`src/rtl/obi_sdp_ram_pkg.sv`:
```
// Shared types and helpers for the OBI-to-simple-dual-port BRAM controller.
// Response tags travel down a fixed-latency pipeline alongside the RAM read.
package obi_sdp_ram_pkg;

    localparam int WORD_BYTES = 4;
    localparam int WORD_SHIFT = $clog2(WORD_BYTES);

    typedef struct packed {
        logic valid;
        logic is_instr;
        logic is_write;
    } rsp_tag_t;

    // A data write and an instruction read can complete together, so each stage carries two tags.
    typedef struct packed {
        rsp_tag_t rd;
        rsp_tag_t wr;
    } rsp_stage_t;

    function automatic logic [31:0] byte_to_word(input logic [31:0] byte_addr);
        return byte_addr >> WORD_SHIFT;
    endfunction

endpackage

```
`src/rtl/rr_arb2.sv`:
```
// Two-requester round-robin arbiter. Request/grant bit 0 is the data port, bit 1 the instruction port.
// r_prio_q = 0 favours data, 1 favours instr; it flips to the loser only on a contended cycle.
module rr_arb2 (
    input  logic       i_clk,
    input  logic       i_srst,
    input  logic [1:0] i_req,
    output logic [1:0] o_gnt
);

    logic r_prio_q;
    logic w_prio_next;

    always_ff @(posedge i_clk) begin
        if (i_srst) begin
            r_prio_q <= 1'b0;
        end else begin
            r_prio_q <= w_prio_next;
        end
    end

    always_comb begin
        o_gnt       = i_req;
        w_prio_next = r_prio_q;
        if (i_req == 2'b11) begin
            o_gnt       = r_prio_q ? 2'b10 : 2'b01;
            w_prio_next = ~r_prio_q;
        end
    end

endmodule

```
`src/rtl/obi_sdp_ram_ctrl.sv`:
```
// Shares one simple-dual-port byte-write BRAM between the instruction (read-only) and data OBI ports.
// Writes use port A directly; reads contend for port B and return after a fixed READ_LATENCY.
module obi_sdp_ram_ctrl
    import obi_sdp_ram_pkg::*;
#(
    parameter int ADDR_WIDTH   = 17,
    parameter int READ_LATENCY = 1
) (
    input  logic                  clk_i,
    input  logic                  rst_i,
    input  logic                  instr_req_i,
    output logic                  instr_gnt_o,
    input  logic [31:0]           instr_addr_i,
    output logic                  instr_rvalid_o,
    output logic [31:0]           instr_rdata_o,
    input  logic                  data_req_i,
    output logic                  data_gnt_o,
    input  logic                  data_we_i,
    input  logic [3:0]            data_be_i,
    input  logic [31:0]           data_addr_i,
    input  logic [31:0]           data_wdata_i,
    output logic                  data_rvalid_o,
    output logic [31:0]           data_rdata_o,
    output logic [ADDR_WIDTH-1:0] ram_addra_o,
    output logic [31:0]           ram_dina_o,
    output logic [3:0]            ram_wea_o,
    output logic [ADDR_WIDTH-1:0] ram_addrb_o,
    output logic                  ram_enb_o,
    output logic                  ram_rstb_o,
    output logic                  ram_regceb_o,
    input  logic [31:0]           ram_doutb_i
);

    generate
        if (READ_LATENCY != 1 && READ_LATENCY != 2) begin : g_bad_latency
            $error("obi_sdp_ram_ctrl: READ_LATENCY must be 1 or 2");
        end
    endgenerate

    logic [31:0]           w_instr_word_full;
    logic [31:0]           w_data_word_full;
    logic [ADDR_WIDTH-1:0] w_instr_word;
    logic [ADDR_WIDTH-1:0] w_data_word;
    logic                  w_data_wr;
    logic                  w_data_rd;
    logic [1:0]            w_arb_gnt;
    logic                  w_instr_gnt;
    logic                  w_data_rd_gnt;
    logic                  w_data_wr_gnt;
    logic                  w_rd_gnt;
    rsp_stage_t            w_pipe_in;
    rsp_stage_t            w_stage_d [READ_LATENCY];
    rsp_stage_t            r_pipe    [READ_LATENCY];
    rsp_stage_t            w_tail;
    logic                  w_data_rd_vld;
    logic                  w_unused;

    // Upper address bits are dropped so the address wraps modulo the RAM depth.
    assign w_instr_word_full = byte_to_word(instr_addr_i);
    assign w_data_word_full  = byte_to_word(data_addr_i);
    assign w_instr_word      = w_instr_word_full[ADDR_WIDTH-1:0];
    assign w_data_word       = w_data_word_full[ADDR_WIDTH-1:0];

    assign w_data_wr = data_req_i & data_we_i;
    assign w_data_rd = data_req_i & ~data_we_i;

    rr_arb2 u_rr_arb2 (
        .i_clk  (clk_i),
        .i_srst (rst_i),
        .i_req  ({instr_req_i, w_data_rd}),
        .o_gnt  (w_arb_gnt)
    );

    assign w_instr_gnt   = ~rst_i & w_arb_gnt[1];
    assign w_data_rd_gnt = ~rst_i & w_arb_gnt[0];
    assign w_data_wr_gnt = ~rst_i & w_data_wr;
    assign w_rd_gnt      = w_instr_gnt | w_data_rd_gnt;

    assign instr_gnt_o = w_instr_gnt;
    assign data_gnt_o  = w_data_rd_gnt | w_data_wr_gnt;

    assign ram_addra_o = w_data_word;
    assign ram_dina_o  = data_wdata_i;
    assign ram_wea_o   = w_data_wr_gnt ? data_be_i : 4'h0;

    assign ram_addrb_o = w_instr_gnt ? w_instr_word : w_data_word;
    assign ram_enb_o   = w_rd_gnt;
    assign ram_rstb_o  = rst_i;

    always_comb begin
        w_pipe_in             = '0;
        w_pipe_in.rd.valid    = w_rd_gnt;
        w_pipe_in.rd.is_instr = w_instr_gnt;
        w_pipe_in.wr.valid    = w_data_wr_gnt;
        w_pipe_in.wr.is_write = 1'b1;
    end

    genvar gi;
    generate
        for (gi = 0; gi < READ_LATENCY; gi++) begin : g_stage
            if (gi == 0) begin : g_head
                assign w_stage_d[gi] = w_pipe_in;
            end else begin : g_body
                assign w_stage_d[gi] = r_pipe[gi-1];
            end

            always_ff @(posedge clk_i) begin
                if (rst_i) begin
                    r_pipe[gi] <= '0;
                end else begin
                    r_pipe[gi] <= w_stage_d[gi];
                end
            end
        end

        // With an output register, RAM data moves into it the cycle after the read enable.
        if (READ_LATENCY == 2) begin : g_regce
            assign ram_regceb_o = ~rst_i & r_pipe[0].rd.valid;
        end else begin : g_no_regce
            assign ram_regceb_o = 1'b0;
        end
    endgenerate

    assign w_tail = r_pipe[READ_LATENCY-1];

    assign instr_rvalid_o = ~rst_i & w_tail.rd.valid & w_tail.rd.is_instr;
    assign w_data_rd_vld  = ~rst_i & w_tail.rd.valid & ~w_tail.rd.is_instr;
    assign data_rvalid_o  = w_data_rd_vld | (~rst_i & w_tail.wr.valid);
    assign instr_rdata_o  = instr_rvalid_o ? ram_doutb_i : 32'h0;
    assign data_rdata_o   = w_data_rd_vld ? ram_doutb_i : 32'h0;

    assign w_unused = ^{w_instr_word_full[31:ADDR_WIDTH], w_data_word_full[31:ADDR_WIDTH],
                        w_tail.rd.is_write, w_tail.wr.is_instr, w_tail.wr.is_write};

endmodule

```
`config.mk`:
```
export PLATFORM = sky130hd
export DESIGN_NAME = obi_sdp_ram_ctrl
export DESIGN_NICKNAME = d
export VERILOG_FILES = /design/src/rtl/obi_sdp_ram_pkg.sv /design/src/rtl/rr_arb2.sv /design/src/rtl/obi_sdp_ram_ctrl.sv
export SDC_FILE = /design/constraint.sdc
export NUM_CORES = 1
export LEC_CHECK = 0
export CAP_MARGIN = 15
export CORE_AREA = 5 5 104 106
export DETAILED_ROUTE_END_ITERATION = 10
export DIE_AREA = 0 0 109 111
export PLACE_DENSITY_LB_ADDON = 0.2
export REMOVE_ABC_BUFFERS = 1
export SKIP_LAST_GASP = 1
export SYNTH_ARGS = -nofsm -noshare
export SYNTH_HDL_FRONTEND = slang
export SYNTH_SLANG_ARGS = --single-unit
export TNS_END_PERCENT = 10
```
`constraint.sdc`:
```
create_clock -name clk_i -period 1.55 [get_ports clk_i]
set_input_delay 0.155 -clock clk_i [delete_from_list [all_inputs] [get_ports clk_i]]
set_output_delay 0.155 -clock clk_i [all_outputs]
set_load 0.05 [all_outputs]
```
==> flow_metrics.py <==
metrics = {
    "drt": {
        "drc_errors": 0,
        "via_per_inst": 3.83,
        "ant_nets": 0,
        "wl_mm": 8.06,
        "wl_per_cell_um": 18.1,
        "drt_first_iter_violations": 29,
        "dr_total_vias": 1703,
        "drt_pre_antenna_iters": 4,
    },
    "timing": {
        "setup_ws_ns": -0.123,
        "skew_ns": 0.00152,
        "setup_tns_ns": -1.76,
        "drv_slew": 0,
        "setup_viol": 17,
        "hold_viol": 0,
        "finalCriticalPeriod_ns": 1.67,
        "fin_crit_sh": 1.08,
        "rsz0062_at_grt": "true",
        "fmax_mhz": 598,
    },
    "cells_and_area": {
        "final_area_um2": 4230,
        "drive_gt1_frac": 0.609,
        "fin_util": 0.437,
        "area_delta_synth_final_pct": 233,
        "final_nets": 451,
        "n_antenna_cell": 0,
        "finalNonFillerCells": 445,
    },
    "floorplan": {
        "std_cell_rows": 36,
        "ios": 278,
        "die_area_um2": 12100,
        "core_um2": 9680,
        "dieHeight_um": 111,
        "start_util": 0.131,
        "dieWidth_um": 109,
    },
    "yosys": {
        "synth_seq_area_share": 0.0630,
        "yosysUniqueCellTypes": 22,
        "synth-seq-cells": 4,
        "yosysMostFrequentCell": "and2_1",
        "synthCells": 165,
        "synth_top_area_frac": 0.335,
        "synth_top_cell_by_area": "and2_1",
        "ys_warn_count": 0,
        "synth_area_um2": 1270,
        "ys.flop_type": "dfxtp_1",
        "synth_edf_count": 0,
        "yosys-top-cells-area": "and2_1 (33%), buf_4 (30%), mux2_4 (11%), mux2_2 (7.1%), dfxtp_1 (6.3%)",
        "ys_top_cells_by_count": "and2_1 (68), buf_4 (51), mux2_4 (9)",
        "async_reset_ff_frac": 0,
        "avgSynthCellArea_um2": 7.70,
    },
    "global_route": {
        "track_usage": 0.121,
        "grt_pass1_wl_mm": 10.9,
        "grt_max_degree": 34,
        "grt_pass1_vias": 1850,
        "antenna_found_initial": 0,
        "grt_overflow_total": 0,
    },
    "critical_path": {
        "worstPathRequired_ns": 1.39,
        "ff2ff_setup_slack_ns": 0.60,
        "cp_max_fo": 9,
        "arrival_ns": 1.52,
        "endpoint_kind": "primary output",
        "critPathKind": "flop to primary output",
        "reg2reg_depth": 2,
        "cp-start-kind": "flop",
    },
    "min_path": {
        "hold_depth": 0,
        "hp-class": "input pin to primary output",
    },
    "pwr": {
        "max-vdd-ir-drop_uv": 285,
        "p_leak_nw": 1.81,
        "power.density_nw_per_um2": 378,
        "report.power.total_mw": 1.60,
    },
    "job": {
        "cap_violations": 0,
    },
    "clocking": {
        "root_buffer": "clkbuf_8",
        "clkTransAtPathRegs_ns": 0.03,
        "cts_buffers": 3,
        "h-tree-depth": 1,
        "cts_tree": "done",
        "clock_latency_ns": 0.22,
        "clock_sinks": 4,
        "clk_path_buf_depth": 2,
        "cts_hold_buf": 0,
    },
    "placed_design": {
        "place_congestion": 0.732,
        "dp.final_hpwl_mm": 6.78,
        "port_buffers": 182,
        "placed_cells_incl_taps": 436,
        "dpl_cell_area_um2": 3960,
    },
    "outcome": {
        "violations": "negative setup slack",
        "status": "complete, but fails checks",
    },
}
placed cells by master, fill, tap and decap left out, drive strengths merged:
cell	synthesis	routed
inv	3	3
xor2	1	1
and3	1	1
clkbuf	6	4
nand3b	1	1
o311a	2	2
conb	1	1
nor2	3	3
a311oi	1	1
dlymetal6s2s	0	2
nor3	1	1
mux2	17	17
nor3b	1	1
a21o	1	1
a21oi	1	1
dfxtp	4	4
buf	53	128
clkdlybuf4s50	0	70
dlygate4sd2	0	2
and2	68	68
path summary, 6_finish.rpt:
| kind | startpoint | endpoint |
|---|---|---|
| hold reg to reg | u_rr_arb2.r_prio_q | r_pipe[0][2] |
| setup / recovery | u_rr_arb2.r_prio_q | ram_addrb_o[7] |
| setup reg to reg | u_rr_arb2.r_prio_q | r_pipe[0][2] |
| hold / removal | data_wdata_i[12] | ram_dina_o[12] |
critical path, cell delays in order (launching register included):
cell	delay, ns
dfxtp_1	0.31
o311a_4	0.35
buf_12	0.16
mux2_4	0.31
buf_12	0.15
per-layer routing:
layer / routed length, um / share of wire / vias to the layer above / GRT usage
li1: - / - / 767 / -
met1: 2730 / 0.34 / 730 / 0.124
met2: 3450 / 0.43 / 199 / 0.179
met3: 1810 / 0.22 / 5 / 0.116
met4: 29 / 0.0036 / 2 / 0.0126
met5: 42 / 0.0052 / - / 0.0357
stage by stage:
stage	hold WS [ns]	setup WS [ns]
after detailed placement	0.310	-0.282
after CTS	0.310	-0.185
after floorplan	0.227	-0.683
final	0.310	-0.123
after global placement	0.310	-0.259
after global routing	0.310	-0.158
cell type report:
type                            instances  area [um2]
Clock buffer                            3        41.3
Timing Repair Buffer                  203        3080
Fill cell                             879        5450
Inverter                                3        11.3
Sequential cell                         4        80.1
Tap cell                              133         166
Multi-Input combinational cell         99         856
power breakdown:
part | internal, mW | switching, mW
clock | 0.166 | 0.0601
combinational | 0.664 | 0.596
sequential | 0.110 | 0.00337
flip-flops by register name, indices dropped and copies added, names as in the netlist:
| register | cells |
|---|---|
| r_pipe | 3 |
| u_rr_arb2.r_prio_q | 1 |
what timing repair did:
action | 4_1_cts | 5_1_grt
pin swaps | 2 | 2
gates resized for setup | 22 | 34
setup buffers | 4 | 0
gates cloned | 2 | 1
setup endpoints to repair | 87 | 89
kinds of logic after synthesis:
logic type | share of synthesized area
other cells | 0.00295
xor+xnor | 0.00689
compound gates | 0.0335
simple gates | 0.364
buf+inv | 0.352
mux | 0.177
flops | 0.0630
(Power assumes the default switching activity.)
